File: src/rtl/keypad_pkg.sv
// Shared types and helpers for the keypad debounce/encoder block.
package keypad_pkg;

  typedef enum logic [1:0] {
    IDLE,
    DEB_PRESS,
    PRESSED,
    DEB_RELEASE
  } kp_state_t;

  // Widest keypad the encode helper accepts; callers zero-extend into it.
  localparam int MAX_KEYS = 64;

  // Highest set index wins; only the low n_keys bits are considered.
  function automatic int prio_encode(input logic [MAX_KEYS-1:0] keys, input int n_keys);
    prio_encode = 0;
    for (int i = 0; i < MAX_KEYS; i++) begin
      if (i < n_keys && keys[i]) prio_encode = i;
    end
  endfunction

endpackage

File: src/rtl/keypad_debounce_encoder_if.sv
// Keypad-side and consumer-side signals of the debounce encoder.
// slave: the encoder; master: the keypad driver / control FSM side.
interface keypad_if #(
  parameter int N_KEYS = 10
);
  localparam int CODE_W = (N_KEYS > 1) ? $clog2(N_KEYS) : 1;

  logic [N_KEYS-1:0] keypad;
  logic              enablen;
  logic [CODE_W-1:0] code;
  logic              data_valid;
  logic              key_held;
  logic              multi_press;

  modport slave (
    input  keypad, enablen,
    output code, data_valid, key_held, multi_press
  );

  modport master (
    output keypad, enablen,
    input  code, data_valid, key_held, multi_press
  );
endinterface

File: src/rtl/sync_2ff.sv
// N-bit two-flop synchroniser for asynchronous level inputs.
module sync_2ff #(
  parameter int WIDTH = 1
) (
  input  logic             clk,
  input  logic             rst,
  input  logic [WIDTH-1:0] d,
  output logic [WIDTH-1:0] q
);
  logic [WIDTH-1:0] meta;

  // NOTE: non-blocking assignments keep meta->q a true two-stage shift.
  always_ff @(posedge clk) begin
    if (rst) begin
      meta <= '0;
      q    <= '0;
    end else begin
      meta <= d;
      q    <= meta;
    end
  end
endmodule

File: src/rtl/keypad_debounce_encoder.sv
// Synchronise, debounce and priority-encode an N-key keypad; one data_valid per press.
// Optional auto-repeat while held: define KEYPAD_AUTO_REPEAT_EN.
module keypad_debounce_encoder
  import keypad_pkg::*;
#(
  parameter int N_KEYS          = 10,
  parameter int DEBOUNCE_CYCLES = 16
`ifdef KEYPAD_AUTO_REPEAT_EN
  ,
  parameter int REPEAT_DELAY    = 500,
  parameter int REPEAT_PERIOD   = 100
`endif
) (
  input  logic     clk,
  input  logic     rst,
  keypad_if.slave  kp
);
  localparam int CODE_W = (N_KEYS > 1) ? $clog2(N_KEYS) : 1;
  localparam int CNT_W  = $clog2(DEBOUNCE_CYCLES + 1);
  localparam logic [CNT_W-1:0] CNT_LAST = CNT_W'(DEBOUNCE_CYCLES - 1);

  logic [N_KEYS-1:0] sample;
  logic              any;
  logic [CODE_W-1:0] enc;

  kp_state_t         state;
  logic [CNT_W-1:0]  cnt;
  logic [CODE_W-1:0] cand;
  logic [CODE_W-1:0] code;
  logic              data_valid;
  logic              key_held;
  logic              multi_press;

`ifdef KEYPAD_AUTO_REPEAT_EN
  localparam int REP_MAX = (REPEAT_DELAY > REPEAT_PERIOD) ? REPEAT_DELAY : REPEAT_PERIOD;
  localparam int REP_W   = $clog2(REP_MAX + 1);
  logic [REP_W-1:0] rep_cnt;
  logic             rep_started;
`endif

  sync_2ff #(.WIDTH(N_KEYS)) u_sync (
    .clk (clk),
    .rst (rst),
    .d   (kp.keypad),
    .q   (sample)
  );

  assign any = |sample;
  assign enc = CODE_W'(prio_encode(MAX_KEYS'(sample), N_KEYS));

  always_ff @(posedge clk) begin
    if (rst) begin
      state       <= IDLE;
      cnt         <= '0;
      cand        <= '0;
      code        <= '0;
      data_valid  <= 1'b0;
      key_held    <= 1'b0;
      multi_press <= 1'b0;
`ifdef KEYPAD_AUTO_REPEAT_EN
      rep_cnt     <= '0;
      rep_started <= 1'b0;
`endif
    end else begin
      multi_press <= ($countones(sample) > 1);
      data_valid  <= 1'b0;

      if (kp.enablen) begin
        // Disable aborts everything except the last accepted code.
        state    <= IDLE;
        cnt      <= '0;
        key_held <= 1'b0;
      end else begin
        unique case (state)
          IDLE: begin
`ifdef KEYPAD_AUTO_REPEAT_EN
            rep_cnt     <= '0;
            rep_started <= 1'b0;
`endif
            if (any) begin
              state <= DEB_PRESS;
              cand  <= enc;
              cnt   <= '0;
            end
          end

          DEB_PRESS: begin
            if (!any || enc != cand) begin
              state <= IDLE;
            end else if (cnt == CNT_LAST) begin
              state      <= PRESSED;
              code       <= cand;
              data_valid <= 1'b1;
              key_held   <= 1'b1;
            end else begin
              cnt <= cnt + 1'b1;
            end
          end

          PRESSED: begin
            if (!any) begin
              state <= DEB_RELEASE;
              cnt   <= '0;
            end
`ifdef KEYPAD_AUTO_REPEAT_EN
            else if (rep_cnt == REP_W'((rep_started ? REPEAT_PERIOD : REPEAT_DELAY) - 1)) begin
              data_valid  <= 1'b1;
              rep_cnt     <= '0;
              rep_started <= 1'b1;
            end else begin
              rep_cnt <= rep_cnt + 1'b1;
            end
`endif
          end

          DEB_RELEASE: begin
            if (any) begin
              state <= PRESSED;
              cnt   <= '0;
            end else if (cnt == CNT_LAST) begin
              state    <= IDLE;
              key_held <= 1'b0;
            end else begin
              cnt <= cnt + 1'b1;
            end
          end

          default: state <= IDLE;
        endcase
      end
    end
  end

  assign kp.code        = code;
  assign kp.data_valid  = data_valid;
  assign kp.key_held    = key_held;
  assign kp.multi_press = multi_press;

endmodule

File: src/flat_wrapper.sv
// flat-port wrapper written by rule: the top's interface ports become plain ports
module keypad_debounce_encoder_flat import keypad_pkg::*;
#(
  parameter int N_KEYS          = 10,
  parameter int DEBOUNCE_CYCLES = 16

)
  (clk, rst, kp_keypad, kp_enablen, kp_code, kp_data_valid, kp_key_held, kp_multi_press);
  keypad_if #(.N_KEYS(N_KEYS)) kp_i ();
  input  logic clk;
  input  logic rst;
  input wire logic [$bits(kp_i.keypad)-1:0] kp_keypad;
  input wire logic [$bits(kp_i.enablen)-1:0] kp_enablen;
  output wire logic [$bits(kp_i.code)-1:0] kp_code;
  output wire logic [$bits(kp_i.data_valid)-1:0] kp_data_valid;
  output wire logic [$bits(kp_i.key_held)-1:0] kp_key_held;
  output wire logic [$bits(kp_i.multi_press)-1:0] kp_multi_press;
  assign kp_i.keypad = kp_keypad;
  assign kp_i.enablen = kp_enablen;
  assign kp_code = kp_i.code;
  assign kp_data_valid = kp_i.data_valid;
  assign kp_key_held = kp_i.key_held;
  assign kp_multi_press = kp_i.multi_press;
  keypad_debounce_encoder #(.N_KEYS(N_KEYS), .DEBOUNCE_CYCLES(DEBOUNCE_CYCLES)) u_core (.clk(clk), .rst(rst), .kp(kp_i));
endmodule
File: config.mk
export PLATFORM = sky130hd
export DESIGN_NAME = keypad_debounce_encoder_flat
export DESIGN_NICKNAME = d
export VERILOG_FILES = /design/src/rtl/keypad_pkg.sv /design/src/rtl/keypad_debounce_encoder_if.sv /design/src/rtl/sync_2ff.sv /design/src/rtl/keypad_debounce_encoder.sv /design/src/flat_wrapper.sv
export SDC_FILE = /design/constraint.sdc
export NUM_CORES = 1
export LEC_CHECK = 0
export ABC_CLOCK_PERIOD_IN_PS = 7400
export CORE_ASPECT_RATIO = 0.7
export CORE_MARGIN = 2
export CORE_UTILIZATION = 40
export CTS_BUF_LIST = sky130_fd_sc_hd__clkbuf_4
export CTS_CLUSTER_SIZE = 24
export DETAILED_ROUTE_END_ITERATION = 10
export GPL_TIMING_DRIVEN = 0
export SYNTH_ARGS = -nofsm -noshare
export SYNTH_HDL_FRONTEND = slang
export SYNTH_HIERARCHICAL = 1
export SYNTH_SLANG_ARGS = --single-unit
File: constraint.sdc
create_clock -name clk -period 7.4 [get_ports clk]
set_clock_uncertainty 0.05 [all_clocks]
set_input_delay 1.85 -clock clk [delete_from_list [all_inputs] [get_ports clk]]
set_output_delay 1.85 -clock clk [all_outputs]
set_load 0.005 [all_outputs]
Yosys cells after proc, flatten, opt, wreduce, memory -nomap -nowiden --
Cells that the tools add are included.
Cells by class: equality and inequality tests 13, bitwise gates (word level) 3, mux-type cells 28, $lt $le $gt $ge 1, reductions and logical operators 12, $add $sub $neg 10
Operators by type and width (number):
- adder 32 bit | 4
- > comparator 32 x 2 -> 1 bit, second input constant | 1
- 2-to-1 mux 4 bit | 8
- 2-to-1 mux 5 bit | 5
- case mux 5 bit (4 select lines) | 1
- 2-to-1 mux 2 bit | 6
- adder 1 x 1 -> 2 bit | 5
- OR reduction 10 bit | 1
- case mux 2 bit (4 select lines) | 1
- AND reduction 4 bit | 2
- 2-to-1 mux 1 bit | 6
- inequality test 2 x 1 -> 1 bit, second input constant | 3
- inequality test 2 bit, second input constant | 3
- inequality test 3 x 1 -> 1 bit, second input constant | 2
- AND reduction 3 bit | 2
- adder 5 x 1 -> 5 bit, second input constant | 1
- equality test 5 x 4 -> 1 bit, second input constant | 1
- AND reduction 5 bit | 1
- equality test 2 bit, second input constant | 2
- inequality test 4 bit | 1
- OR reduction 4 bit | 1
- inverter 1 bit | 3
- equality test 2 x 1 -> 1 bit, second input constant | 1
- zero test 2 bit | 1
- other kinds (5) | 5
Storage, ports and cells: input bits 13, register bits 38, word-level logic and storage cells 76, output and inout port bits 7

Longest topological paths before layout --
Gate-level depths: netlist of run 1.
depth after elaboration 13, depth in mapped cells 10, mapped depth without buffers 10

Hierarchy --
Netlist of run 1, hierarchy kept.
Modules (own cells, without submodules):
- keypad_debounce_encoder | seq. area each 360.3 um2, area an instance 1347.5 um2, cells each 161, times used 1
- sync_2ff | seq. area each 400.4 um2, area an instance 618.1 um2, cells each 42, times used 1

Worst setup path before layout of run 1 --
OpenSTA, ideal clock, no wires.
kind input to register, start in kp_enablen, end reg u_core.cnt[0], path buffers 0, setup slack 4.519 ns, arrival 2.760 ns, stages on the path 4, required time 7.280 ns, library setup time 0.070 ns, cell sequence or2_2 -> or4_1 -> o21ai_0 -> o2bb2ai_1
Between the ends: word-level cells in the longest chain between the ends 1
RTL lines:
- from (decl) | RTL line flat_wrapper.sv:13 | input wire logic [$bits(kp_i.enablen)-1:0] kp_enablen;
- OR reduction 2 bit (no line)
- to (signal assigned) | RTL line keypad_debounce_encoder.sv:96 | cnt <= cnt + 1'b1;
- to (signal assigned) | RTL line keypad_debounce_encoder.sv:124 | cnt <= cnt + 1'b1;
- to (decl) | RTL line keypad_debounce_encoder.sv:27 | logic [CNT_W-1:0] cnt;
Every way passes these cells. A chain may end at the register's enable or synchronous reset.

Worst setup path after layout of run 1 --
start in rst, end reg u_core.cnt[0]
Between the ends: word-level cells in the longest chain between the ends 1
RTL lines:
- from (decl) | RTL line flat_wrapper.sv:11 | input logic rst;
- OR reduction 2 bit (no line)
Every way passes these cells.

==> reports/metrics.yaml, run 1 <==
status: "finished clean"
min_period_over_period_pct: 44.9
cts_buffer_depth: 2
port_buffers: 19
arrival_ns: 3.54
rows: 21
max_freq_ghz: 0.301
total_leakage_power_nw: 0.833
rsz0062_at_grt: "no"
pwr-share-seq_pct: 51.8
synth_edf_count: 0
ys_seq_area_share_pct: 38.7
cp_data_required_time_ns: 7.62
cts_hold_buf: 0
ir_worst_vdd_mv: 0.0986
hpwl_um: 2760
grt_max_degree: 12
initial_core_util_pct: 41.3
powerDensity_nw_per_um2: 183
overflow: 0
met3_length_um: 245
diodes: 0
path_clk_slew_ns: 0.11
switching_share_pct: 25.9
power_frac_comb_pct: 16.4
via_count: 1432
final_core_util_pct: 48.6
hold_violations: 0
netSwitchingPower_mw: 0.110
synthesis.area_per_instance_um2: 9.68
drive_above_1_share_pct: 19.2
core_area_um2: 4760
cts_root_buf: "clkbuf_4"
timing.slew.headroom_pct: 61.5
postCtsSetupRepairBufs: 0
setup_viol: 0
netlist_instances: 203
yosysWarnings: 6
tightest_slew_ns: 0.575
synth_seq_cells: 38
cts_sinks: 38
clk_latency_ns: 0.34
wl_met2_um: 1380
synth_area_leader_cell: "dfxtp_1"
pin_count: 20
power.internal_mw: 0.314
die_y_um: 62.7
drv_slew: 0
worstSetupPathType: "input pin to flop"
wire_per_inst_um: 12.5
vias_per_cell: 4.81
syn2layout_area_growth_pct: 17.7
final_cell_mix: "dfxtp_1, clkdlybuf4s50_1, inv_1, nor2b_2, nor2_1"
synth_top_area_share_pct: 38.7
ys_async_sr_fraction_pct: 0
tns_ns: 0
die_x_um: 87.8
routed_wl_um: 3720
nets: 252
post_cts_resized: 0
layout_commonest_cell: "dfxtp_1"
holdPathStages: 1
die_area_um2: 5500
drc: 0
drt_pass1_iterations: 4
ys_types: 50
grt_pass1_vias: 1330
worst-path-max-fanout: 8
detail-route-antenna-nets: 0
synth_area_um2: 1970
maxCapViolCount: 0
synth_flop_cell: "dfxtp_1"
synth_area_leaders: "dfxtp_1, nor2b_2, fa_1"
cts_tree: "done"
pwr-share-clk_pct: 31.7
hold_class: "flop to flop"
syn-num-nets: 226
reg2reg_depth: 9
cp-start-kind: "input pin"
finalPower_mw: 0.424
grt_pass1_wl_um: 6370
track_usage_pct: 15.0
setup.worst_path.end_class: "flop"
highest_layer: "met4"
antenna_found_initial: 0
m1WireLength_um: 2070
numCtsBuffers: 5
cts.htree.levels: 2
fin_crit_ns: 3.32
drt_iter0_markers: 74
gp_congestion: 0.818
holdWs_ns: 0.396
## Yosys cell counts, types with 2 or more instances
cell and instances:
dfxtp_1 38, inv_1 16, nor2b_2 16, nor2_1 15
a21oi_1 13, nand2_1 10, nand2b_1 10, nand3_1 7
o21ai_0 7, fa_1 6, mux2i_1 5, a31oi_1 4
ha_1 4, nor2b_4 4, clkbuf_1 3, nor3_1 3
nor3b_1 3, buf_6 2, nand4_1 2, nor4_1 2
o2bb2ai_1 2, o31ai_1 2, or2_2 2
## logic make-up (layout without fill, tap and decap cells)
| kind of cell | after synthesis | count (layout) | share of synthesized area, % |
|---|---|---|---|
| simple gates | 88 | 88 | 30.0 |
| compound gates | 40 | 40 | 15.0 |
| flops | 38 | 38 | 38.7 |
| buf+inv | 22 | 48 | 5.03 |
| fa+ha+maj | 10 | 10 | 8.66 |
| mux | 5 | 5 | 2.55 |
## metal layers
metal,up-vias,global-route usage (%)
met3,2,3.96
li1,746,-
met4,0,4.62
met5,-,0
met2,41,19.0
met1,643,23.9
## flip-flops by register name, indices dropped and copies added (netlist names)
register,flops
u_core/u_sync/meta,10
u_core/cand,4
u_core/u_sync/q,10
u_core/kp.code,4
u_core/kp.data_valid,1
u_core/kp.key_held,1
u_core/cnt,5
u_core/kp.multi_press,1
u_core/state,2
## final timing paths
| path | startpoint | endpoint | slack [ns] |
|---|---|---|---|
| max | rst | u_core/cnt[0] | 4.08 |
| min | u_core/u_sync/meta[0] | u_core/u_sync/q[0] | 0.40 |
| max reg2reg | u_core/u_sync/q[9] | u_core/kp.multi_press | 4.40 |
| min reg2reg | u_core/u_sync/meta[0] | u_core/u_sync/q[0] | 0.40 |
## layout make-up
type	count	area [µm²]
buffer	6	38.8
clock buffer	5	37.5
clock inverter	2	33.8
fill	470	2440
inverter	16	60.1
multi-input combinational	143	1110
sequential	38	761
tap	69	86.3
timing repair buffer	19	190
## power by group through the flow
stage / registers (mW) / clock network (mW) / logic, mW
final: 0.220 / 0.135 / 0.0698
after global routing: 0.221 / 0.148 / 0.0783
after CTS: 0.220 / 0.139 / 0.0702
after detailed placement: 0.224 / 0 / 0.0701
after global placement: 0.224 / 0 / 0.0691
after floorplan: 0.223 / 0 / 0.0515
## stage by stage
| stage | setup WS, ns | cells | area [µm²] |
|---|---|---|---|
| floorplan | 4.52 | 203 | 1970 |
| global placement | 3.73 | 291 | 2240 |
| detailed placement | 3.76 | 291 | 2240 |
| CTS | 4.11 | 298 | 2310 |
| global route | 3.91 | 298 | 2310 |
| finish | 4.08 | 298 | 2310 |
## critical path: stages
cell	delay (ns)
clkdlybuf4s50_1	0.59
or2_2	0.41
or4_1	0.41
o21ai_0	0.13
o2bb2ai_1	0.14
Power figures use the tool's default switching activity.
==> inputs of run 2 (changes only) <==
Settings changed: ABC_CLOCK_PERIOD_IN_PS 7400 to 3200.
Clock period 7.4 ns to 3.2 ns, I/O delays scaled along.
==> results of run 2 <==
The final DEF is identical to that of run 1. Status: finished clean.
Among the figures that moved: setup slack after placement 3.76 ns -> 0.217 ns; clock-pin slew on the worst setup and hold paths 0.11 ns -> 0.12 ns; setup slack after layout 4.08 ns -> 0.198 ns; start point of the critical path rst -> u_core/u_sync/q[9]; end point of the critical path u_core/cnt[0] -> u_core/kp.multi_press; register-to-register setup slack 4.40 ns -> 0.20 ns; total power 0.424 mW -> 0.981 mW; worst IR drop on VDD 0.0986 mV -> 0.228 mV
==> inputs of run 3 (changes only) <==
Settings changed: PLACE_DENSITY set to 0.58, RECOVER_POWER set to 25.
==> reports/metrics.yaml, run 3 (synthesis results as in run 1) <==
status: "finished clean"  # unchanged
cp_data_required_time_ns: 3.37  # was 3.38 ns
ir_worst_vdd_mv: 0.177  # was 0.228 mV
nets: 252  # unchanged
place_ws_ns: 0.191  # was 0.217 ns
final_core_util_pct: 48.0  # was 48.6%
reg2reg_depth: 9  # unchanged
rsz0062_at_grt: "no"  # unchanged
pwr-share-clk_pct: 26.4  # was 31.7%
hold_violations: 0  # unchanged
drive_above_1_share_pct: 19.6  # was 19.2%
cp.depth: 9  # unchanged
setup.worst_path.end_class: "flop"  # unchanged
port_buffers: 19  # unchanged
pwr-share-seq_pct: 56.1  # was 51.8%
grt_max_degree: 13  # was 12
cts_sinks: 38  # unchanged
setup_viol: 0  # unchanged
fin_crit_ns: 2.97  # was 3.00 ns
drv_slew: 0  # unchanged
cts_tree: "done"  # unchanged
worst-path-max-fanout: 7  # unchanged
tns_ns: 0  # unchanged
maxCapViolCount: 0  # unchanged
vias_per_cell: 4.82  # was 4.81
drt_pass1_iterations: 4  # unchanged
cts_root_buf: "clkbuf_4"  # unchanged
slowest_stage: "fa_1"  # was dfxtp_1
diodes: 0  # unchanged
cts.htree.levels: 2  # unchanged
hpwl_um: 2680  # was 2760 µm
path_clk_slew_ns: 0.11  # was 0.12 ns
cts_hold_buf: 0  # unchanged
largest_registers: "u_core/u_sync/meta: 10 flops, u_core/u_sync/q: 10 flops, u_core/cnt: 5 flops"  # unchanged
cp-start-kind: "flop"  # unchanged
cp_num_buf_inv: 2  # unchanged
fin_ws_ns: 0.225  # was 0.198 ns
grt_pass1_wl_um: 6690  # was 6370 µm
min_period_over_period_pct: 93.0  # was 93.8%
drc: 0  # unchanged
power_frac_comb_pct: 17.5  # was 16.4%
total_leakage_power_nw: 0.814  # was 0.833 nW
core_area_um2: 4760  # unchanged
overflow: 0  # unchanged
netSwitchingPower_mw: 0.257  # was 0.254 mW
wire_per_inst_um: 11.9  # was 12.5 µm
clk_latency_ns: 0.34  # about the same
holdPathStages: 1  # unchanged
path_common_cell: "fa_1"  # unchanged
grt_pass1_vias: 1394  # was 1330
rows: 21  # unchanged
final_cell_mix: "dfxtp_1, clkdlybuf4s50_1, inv_1, nor2b_2, nor2_1"  # unchanged
routed_wl_um: 3570  # was 3720 µm
fillers: 457  # was 470
die_y_um: 62.7  # unchanged
power.internal_mw: 0.649  # was 0.727 mW
die_area_um2: 5500  # unchanged
switching_share_pct: 28.4  # was 25.9%
timing.slew.headroom_pct: 48.1  # was 61.5%
worstPathCellList: "fa_1 > inv_1 > fa_1 > fa_1 > inv_1 > ha_1 > fa_1 > o21ai_0 > a21oi_1"  # unchanged
initial_core_util_pct: 41.3  # unchanged
powerDensity_nw_per_um2: 397  # was 424 nW/µm²
track_usage_pct: 15.5  # was 15.0%
cp_slowest_stage_delay_ns: 0.55  # was 0.52 ns
arrival_ns: 3.15  # was 3.18 ns
numCtsBuffers: 5  # unchanged
detail-route-antenna-nets: 0  # unchanged
via_count: 1441  # was 1432
die_x_um: 87.8  # unchanged
cts_buffer_depth: 2  # unchanged
layout_commonest_cell: "dfxtp_1"  # unchanged
cpLargestDelayFamily: "adder cells"  # unchanged
gp_congestion: 0.812  # was 0.818
tightest_slew_ns: 0.779  # was 0.575 ns
pin_count: 20  # unchanged
drt_iter0_markers: 77  # was 74
max_freq_ghz: 0.336  # was 0.333 GHz
syn2layout_area_growth_pct: 16.2  # was 17.7%
antenna_found_initial: 0  # unchanged
hold_class: "flop to flop"  # unchanged
worstSetupPathType: "flop to flop"  # unchanged
holdWs_ns: 0.397  # was 0.396 ns
[run 3: changes by cell type in the layout (fill, tap and decap cells not counted), sizes merged]
cell	before	now
buf	2	0
dlygate4sd3	0	1
clkbuf	9	11
clkdlybuf4s50	19	18
bufinv	1	0
clkinv	1	2
clkinvlp	0	1
[run 3: per-layer routing]
| layer | track usage (%) | wire (µm) | part of all wire (%) |
|---|---|---|---|
| met1 | 23.6 | 1990 | 56 |
| met2 | 21.0 | 1380 | 39 |
| met3 | 4.62 | 174 | 4.9 |
| met4 | 4.04 | 16 | 0.45 |
| met5 | 0 | 0 | 0 |
[run 3: worst reg2reg max path: cells and delay by family (launching register included)]
kind	cells	cell delay, ns
adders and majority gates	5	2.06
AOI/OAI and AO/OA	2	0.28
DFF	1	0.40
buffers and inverters	2	0.09
[run 3: path summary, 6_finish.rpt]
check	slack, ns	from	end
setup reg to reg	0.23	u_core/u_sync/q[5]	u_core/kp.multi_press
setup / recovery	0.23	u_core/u_sync/q[5]	u_core/kp.multi_press
hold reg to reg	0.40	u_core/u_sync/meta[1]	u_core/u_sync/q[1]
hold / removal	0.40	u_core/u_sync/meta[1]	u_core/u_sync/q[1]
[run 3: power groups by stage]
stage | Clock (mW) | Combinational (mW) | Sequential (mW)
after floorplan | 0 | 0.119 | 0.515
after global placement | 0 | 0.160 | 0.519
after detailed placement | 0 | 0.162 | 0.519
after CTS | 0.248 | 0.163 | 0.508
after global routing | 0.267 | 0.181 | 0.512
final | 0.239 | 0.159 | 0.508
[run 3: layout make-up]
cell class,count,area [µm²],area share (%)
clock inverter,3,16.3,0.712
buffer,6,23.8,1.04
multi-input combinational,143,1110,48.4
timing repair buffer,19,190,8.33
sequential,38,763,33.4
clock buffer,5,37.5,1.64
inverter,16,60.1,2.63
tap,69,86.3,3.78
[run 3: metrics by stage]
stage | area, µm² | total power [mW] | cells
after floorplan | 1970 | 0.634 | 203
after global placement | 2240 | 0.679 | 291
after detailed placement | 2240 | 0.681 | 291
after CTS | 2300 | 0.919 | 299
after global routing | 2280 | 0.960 | 299
final | 2280 | 0.906 | 299
[run 3: repair_timing]
| item | CTS | global route |
|---|---|---|
| buffers inserted | 0 | 0 |
| setup endpoints to repair | 0 | 1 |
| gates resized for setup | 0 | 2 |
| endpoints found under the hold margin | 0 | 0 |
==> patch 1 (config.mk and constraints of run 2) <==
Encoding of `kp_state_t`: now one-hot (4 bits for 4 states).
--- a/src/rtl/keypad_pkg.sv
+++ b/src/rtl/keypad_pkg.sv
@@ -2,9 +2,9 @@
 package keypad_pkg;
 
-  typedef enum logic [1:0] {
-    IDLE,
-    DEB_PRESS,
-    PRESSED,
-    DEB_RELEASE
+  typedef enum logic [3:0] {
+    IDLE        = 4'b0001,
+    DEB_PRESS   = 4'b0010,
+    PRESSED     = 4'b0100,
+    DEB_RELEASE = 4'b1000
   } kp_state_t;
 
Formal check against the unedited RTL: no difference found for any inputs over 10 cycles, from zero or initial values and one cycle with rst high; not proved beyond that.
==> patch 1 against run 2 <==
Synthesized area shrank 0.38%. Routed wire length shrank 0.43%. Sequential cell count grew 2. Setup slack lost 0.025 ns. Core utilization grew 0.13 points. Design area grew 0.27%. Power grew 7.5%. Critical endpoint unchanged.
==> patch 1: results (changes against run 2) <==
[logic_synthesis]
ys_warn_count = 6  ; unchanged
synth.area.top_cells = dfxtp_1 (41%), nor2b_2 (7.2%), fa_1 (6.1%), mux2i_1 (4.6%), nor2_1 (3.8%)
synthXorXnorAreaFrac_pct = 0.4473  ; +0.45 points
ys_types = 45  ; -10%
yosys-top-cells-count = dfxtp_1 (40), nor2_1 (20), nand2_1 (17), nor2b_2 (16), inv_1 (13)
synth_compound_area_share_pct = 11.25  ; -3.8 points
synthAdderAreaFrac_pct = 8.690  ; +0.033 points
yosysSeqAreaShare_pct = 40.89  ; +2.2 points
synth_mux_area_share_pct = 4.601  ; +2.1 points

[global_route]
grt_pass1_wl_um = 6444  ; +1.2%
use_met3_pct = 4.359  ; +0.40 points
grt_use_total_pct = 15.23  ; +0.28 points
met2_usage_pct = 19.03  ; unchanged
grt_util_met1_pct = 24.01  ; +0.16 points
grt_pass1_vias = 1378  ; +3.6%
antenna_found_initial = 0  ; unchanged
grt_max_degree = 15  ; +3

[setup_path]
cp.arrival_ns = 3.27  ; +0.09 ns
r2r_end = u_core/kp.multi_press$_SDFF_PP0_
rrSetupSlack_ns = 0.17  ; -0.02 ns
worstSetupStartpointType = flop
cp-end-kind = flop
critPathMaxStageDelay_ns = 0.50  ; -0.02 ns
r2r_start = u_core/u_sync/q[7]$_SDFF_PP0_

[power_and_ir_drop]
p_comb_uw = 172  ; +7%
cellInternalPower_uw = 767.6  ; +5.6%
vdd_drop_max_mv = 0.2458  ; +7.7%
p_leak_nw = 0.8890  ; +6.7%
power.density_nw_per_um2 = 454.7  ; +7.2%
seq_cell_power_uw = 539  ; +5.9%

[placement]
routabilityCongestion = 0.7777  ; -4.9%
dp_hpwl_um = 2751  ; -0.44%

[routing]
routed.top_layer = met4
wl_met1_um = 2075  ; +0.24%
drt_first_pass_iters = 5  ; +1
via_per_inst = 4.910  ; +2.2%
met2_length_um = 1406  ; +1.7%
drt_iter0_drc = 98  ; +32%
met3WireLength_um = 176  ; -28%
wl_um = 3699  ; -0.43%

[min_path]
min_from = u_core/u_sync/meta[2]$_SDFF_PP0_
holdPathEnd = u_core/u_sync/q[2]$_SDFF_PP0_

[run_status]
status = finished clean

[clocking]
numCtsBuffers = 5  ; unchanged
path_clk_slew_ns = 0.13
htree_levels = 2  ; unchanged

[final_layout]
fill_cells = 459  ; -2.3%
drive_above_1_share_pct = 16.52  ; -2.7 points

[timing]
whs_ns = 0.3987  ; +0.002780 ns
slew_headroom_pct = 43.93  ; -18 points

[patch 1: cell count changes after synthesis, sizes merged, moves of 3 or more]
| cell | run 2 | this run |
|---|---|---|
| inv | 16 | 13 |
| a21oi | 14 | 9 |
| nand2 | 10 | 17 |
| nor2 | 16 | 20 |
| nand2b | 10 | 4 |
| mux2i | 5 | 9 |
| a31oi | 4 | 1 |
[patch 1: layout make-up]
class                   count  area share, %
plain buffers               6          1.618
clock buffers               5          1.618
inverters                  13          2.104
repair buffers             19          8.198
flip-flops and latches     40          34.52
multi-input cells         144          46.17
well taps                  69          3.722
clock inverters             3          2.050
[patch 1: through the flow]
| stage | area [um2] | std cells | utilization [%] | setup WS [ns] |
|---|---|---|---|---|
| floorplan | 1958 | 203 | - | 0.3791 |
| global placement | 2235 | 291 | 46.99 | 0.2770 |
| detailed placement | 2235 | 291 | 46.99 | 0.1878 |
| CTS | 2320 | 299 | 48.78 | 0.1576 |
| global route | 2320 | 299 | 48.78 | 0.004561 |
| finish | 2320 | 299 | 48.78 | 0.1729 |
==> patch 2 (settings of run 2) <==
Made on the original files. `N_KEYS` is set to 10 in 3 places; all go to 20.
--- a/src/rtl/keypad_debounce_encoder_if.sv
+++ b/src/rtl/keypad_debounce_encoder_if.sv
@@ -2,5 +2,5 @@
 // slave: the encoder; master: the keypad driver / control FSM side.
 interface keypad_if #(
-  parameter int N_KEYS = 10
+  parameter int N_KEYS = 20
 );
   localparam int CODE_W = (N_KEYS > 1) ? $clog2(N_KEYS) : 1;
--- a/src/rtl/keypad_debounce_encoder.sv
+++ b/src/rtl/keypad_debounce_encoder.sv
@@ -4,5 +4,5 @@
   import keypad_pkg::*;
 #(
-  parameter int N_KEYS          = 10,
+  parameter int N_KEYS          = 20,
   parameter int DEBOUNCE_CYCLES = 16
 `ifdef KEYPAD_AUTO_REPEAT_EN
--- a/src/flat_wrapper.sv
+++ b/src/flat_wrapper.sv
@@ -2,5 +2,5 @@
 module keypad_debounce_encoder_flat import keypad_pkg::*;
 #(
-  parameter int N_KEYS          = 10,
+  parameter int N_KEYS          = 20,
   parameter int DEBOUNCE_CYCLES = 16
 
Ports: changed (resized kp_code and kp_keypad); port bits go from 20 to 31. No check against the original RTL was run, so the function may have changed too.
==> patch 2 against run 2 <==
The run now ends with setup timing left. Routed wire length up 50%. Synthesized area up 49%. Sequential cell count up 22. Highest routed layer unchanged. Via count up 52%. Design area up 53%. Largest power group unchanged. Largest cell class unchanged. Power up 77%. Cell count up 47%. Setup slack worse by 0.90 ns. Synthesized cell count up 45%.
==> patch 2: results (changes against run 2) <==
[run_status]
status = finished, violations left
violations = setup timing

[power_and_ir_drop]
vdd_drop_max_mv = 0.2658  ; +17%
power_switching_uw = 467.0  ; +83%

[logic_synthesis]
synth_nets = 341  ; +51%
synth.area.top_cells = dfxtp_1 (41%), fa_1 (9.6%), nor2b_2 (9.0%), ha_1 (3.8%), inv_1 (3.3%)
ys_types = 46  ; -8.0%

[timing]
setup_viol = 1  ; +1
finalSetupTns_ns = -0.7017  ; -0.7017 ns
worst_slack_ns = -0.7017  ; -0.8994 ns
whs_ns = 0.3888  ; -0.007131 ns

[final_layout]
sh_seq_area_pct = 34.34  ; +1.5 points
fin_nets = 382  ; +52%
buffer_area_share_pct = 10.38  ; +0.49 points
inverters = 26  ; +10
num-multi-input-gates = 198  ; +38%
fill_cells = 665  ; +41%

[placement]
dp_hpwl_um = 4340  ; +57%
place_area_um2 = 3354  ; +50%

[routing]
wl_um = 5561  ; +50%
wl_met1_um = 2938  ; +42%
met3WireLength_um = 266  ; +8.6%
met2_length_um = 2250  ; +63%

[min_path]
min_from = u_core/u_sync/meta[3]$_SDFF_PP0_
holdPathEnd = u_core/u_sync/q[3]$_SDFF_PP0_

[setup_path]
cp.arrival_ns = 4.13  ; +0.95 ns
crit_path_top_delay_cell = fa_1
r2r_start = u_core/u_sync/q[11]$_SDFF_PP0_

[clocking]
worstSkewPairLatency_ns = 0.40  ; +0.06 ns
htree_levels = 3  ; +1

[global_route]
grt_pass1_vias = 1886  ; +42%
met2_usage_pct = 20.51  ; +1.5 points
grt_use_total_pct = 15.18  ; +0.23 points

## patch 2: changes by cell type in the layout (fill, tap and decap cells not counted), moves of 8 or more
| cell | before | now |
|---|---|---|
| clkbuf_4 | 5 | 14 |
| inv_1 | 16 | 26 |
| o21ai_0 | 7 | 15 |
| nor2b_1 | 0 | 10 |
| clkdlybuf4s50_1 | 19 | 30 |
| dfxtp_1 | 38 | 55 |
| fa_1 | 6 | 14 |
| nor2b_2 | 16 | 30 |
| nand2b_1 | 10 | 2 |
## patch 2: cell families after synthesis
kind of cell	after synthesis	synth area share, %
muxes	3	1.112
xor gates and xnor gates	1	0.2995
adders and majority gates	23	13.43
DFF	60	41.06
and+or+nand+nor	111	25.11
buffers and inverters	37	5.603
AOI/OAI and AO/OA	60	13.39
## patch 2: what timing repair did
item	4_1_cts	5_1_grt
pin swaps	1	0
resized for setup	3	2
endpoints found under the setup margin	1	1
hold endpoints to repair	0	0
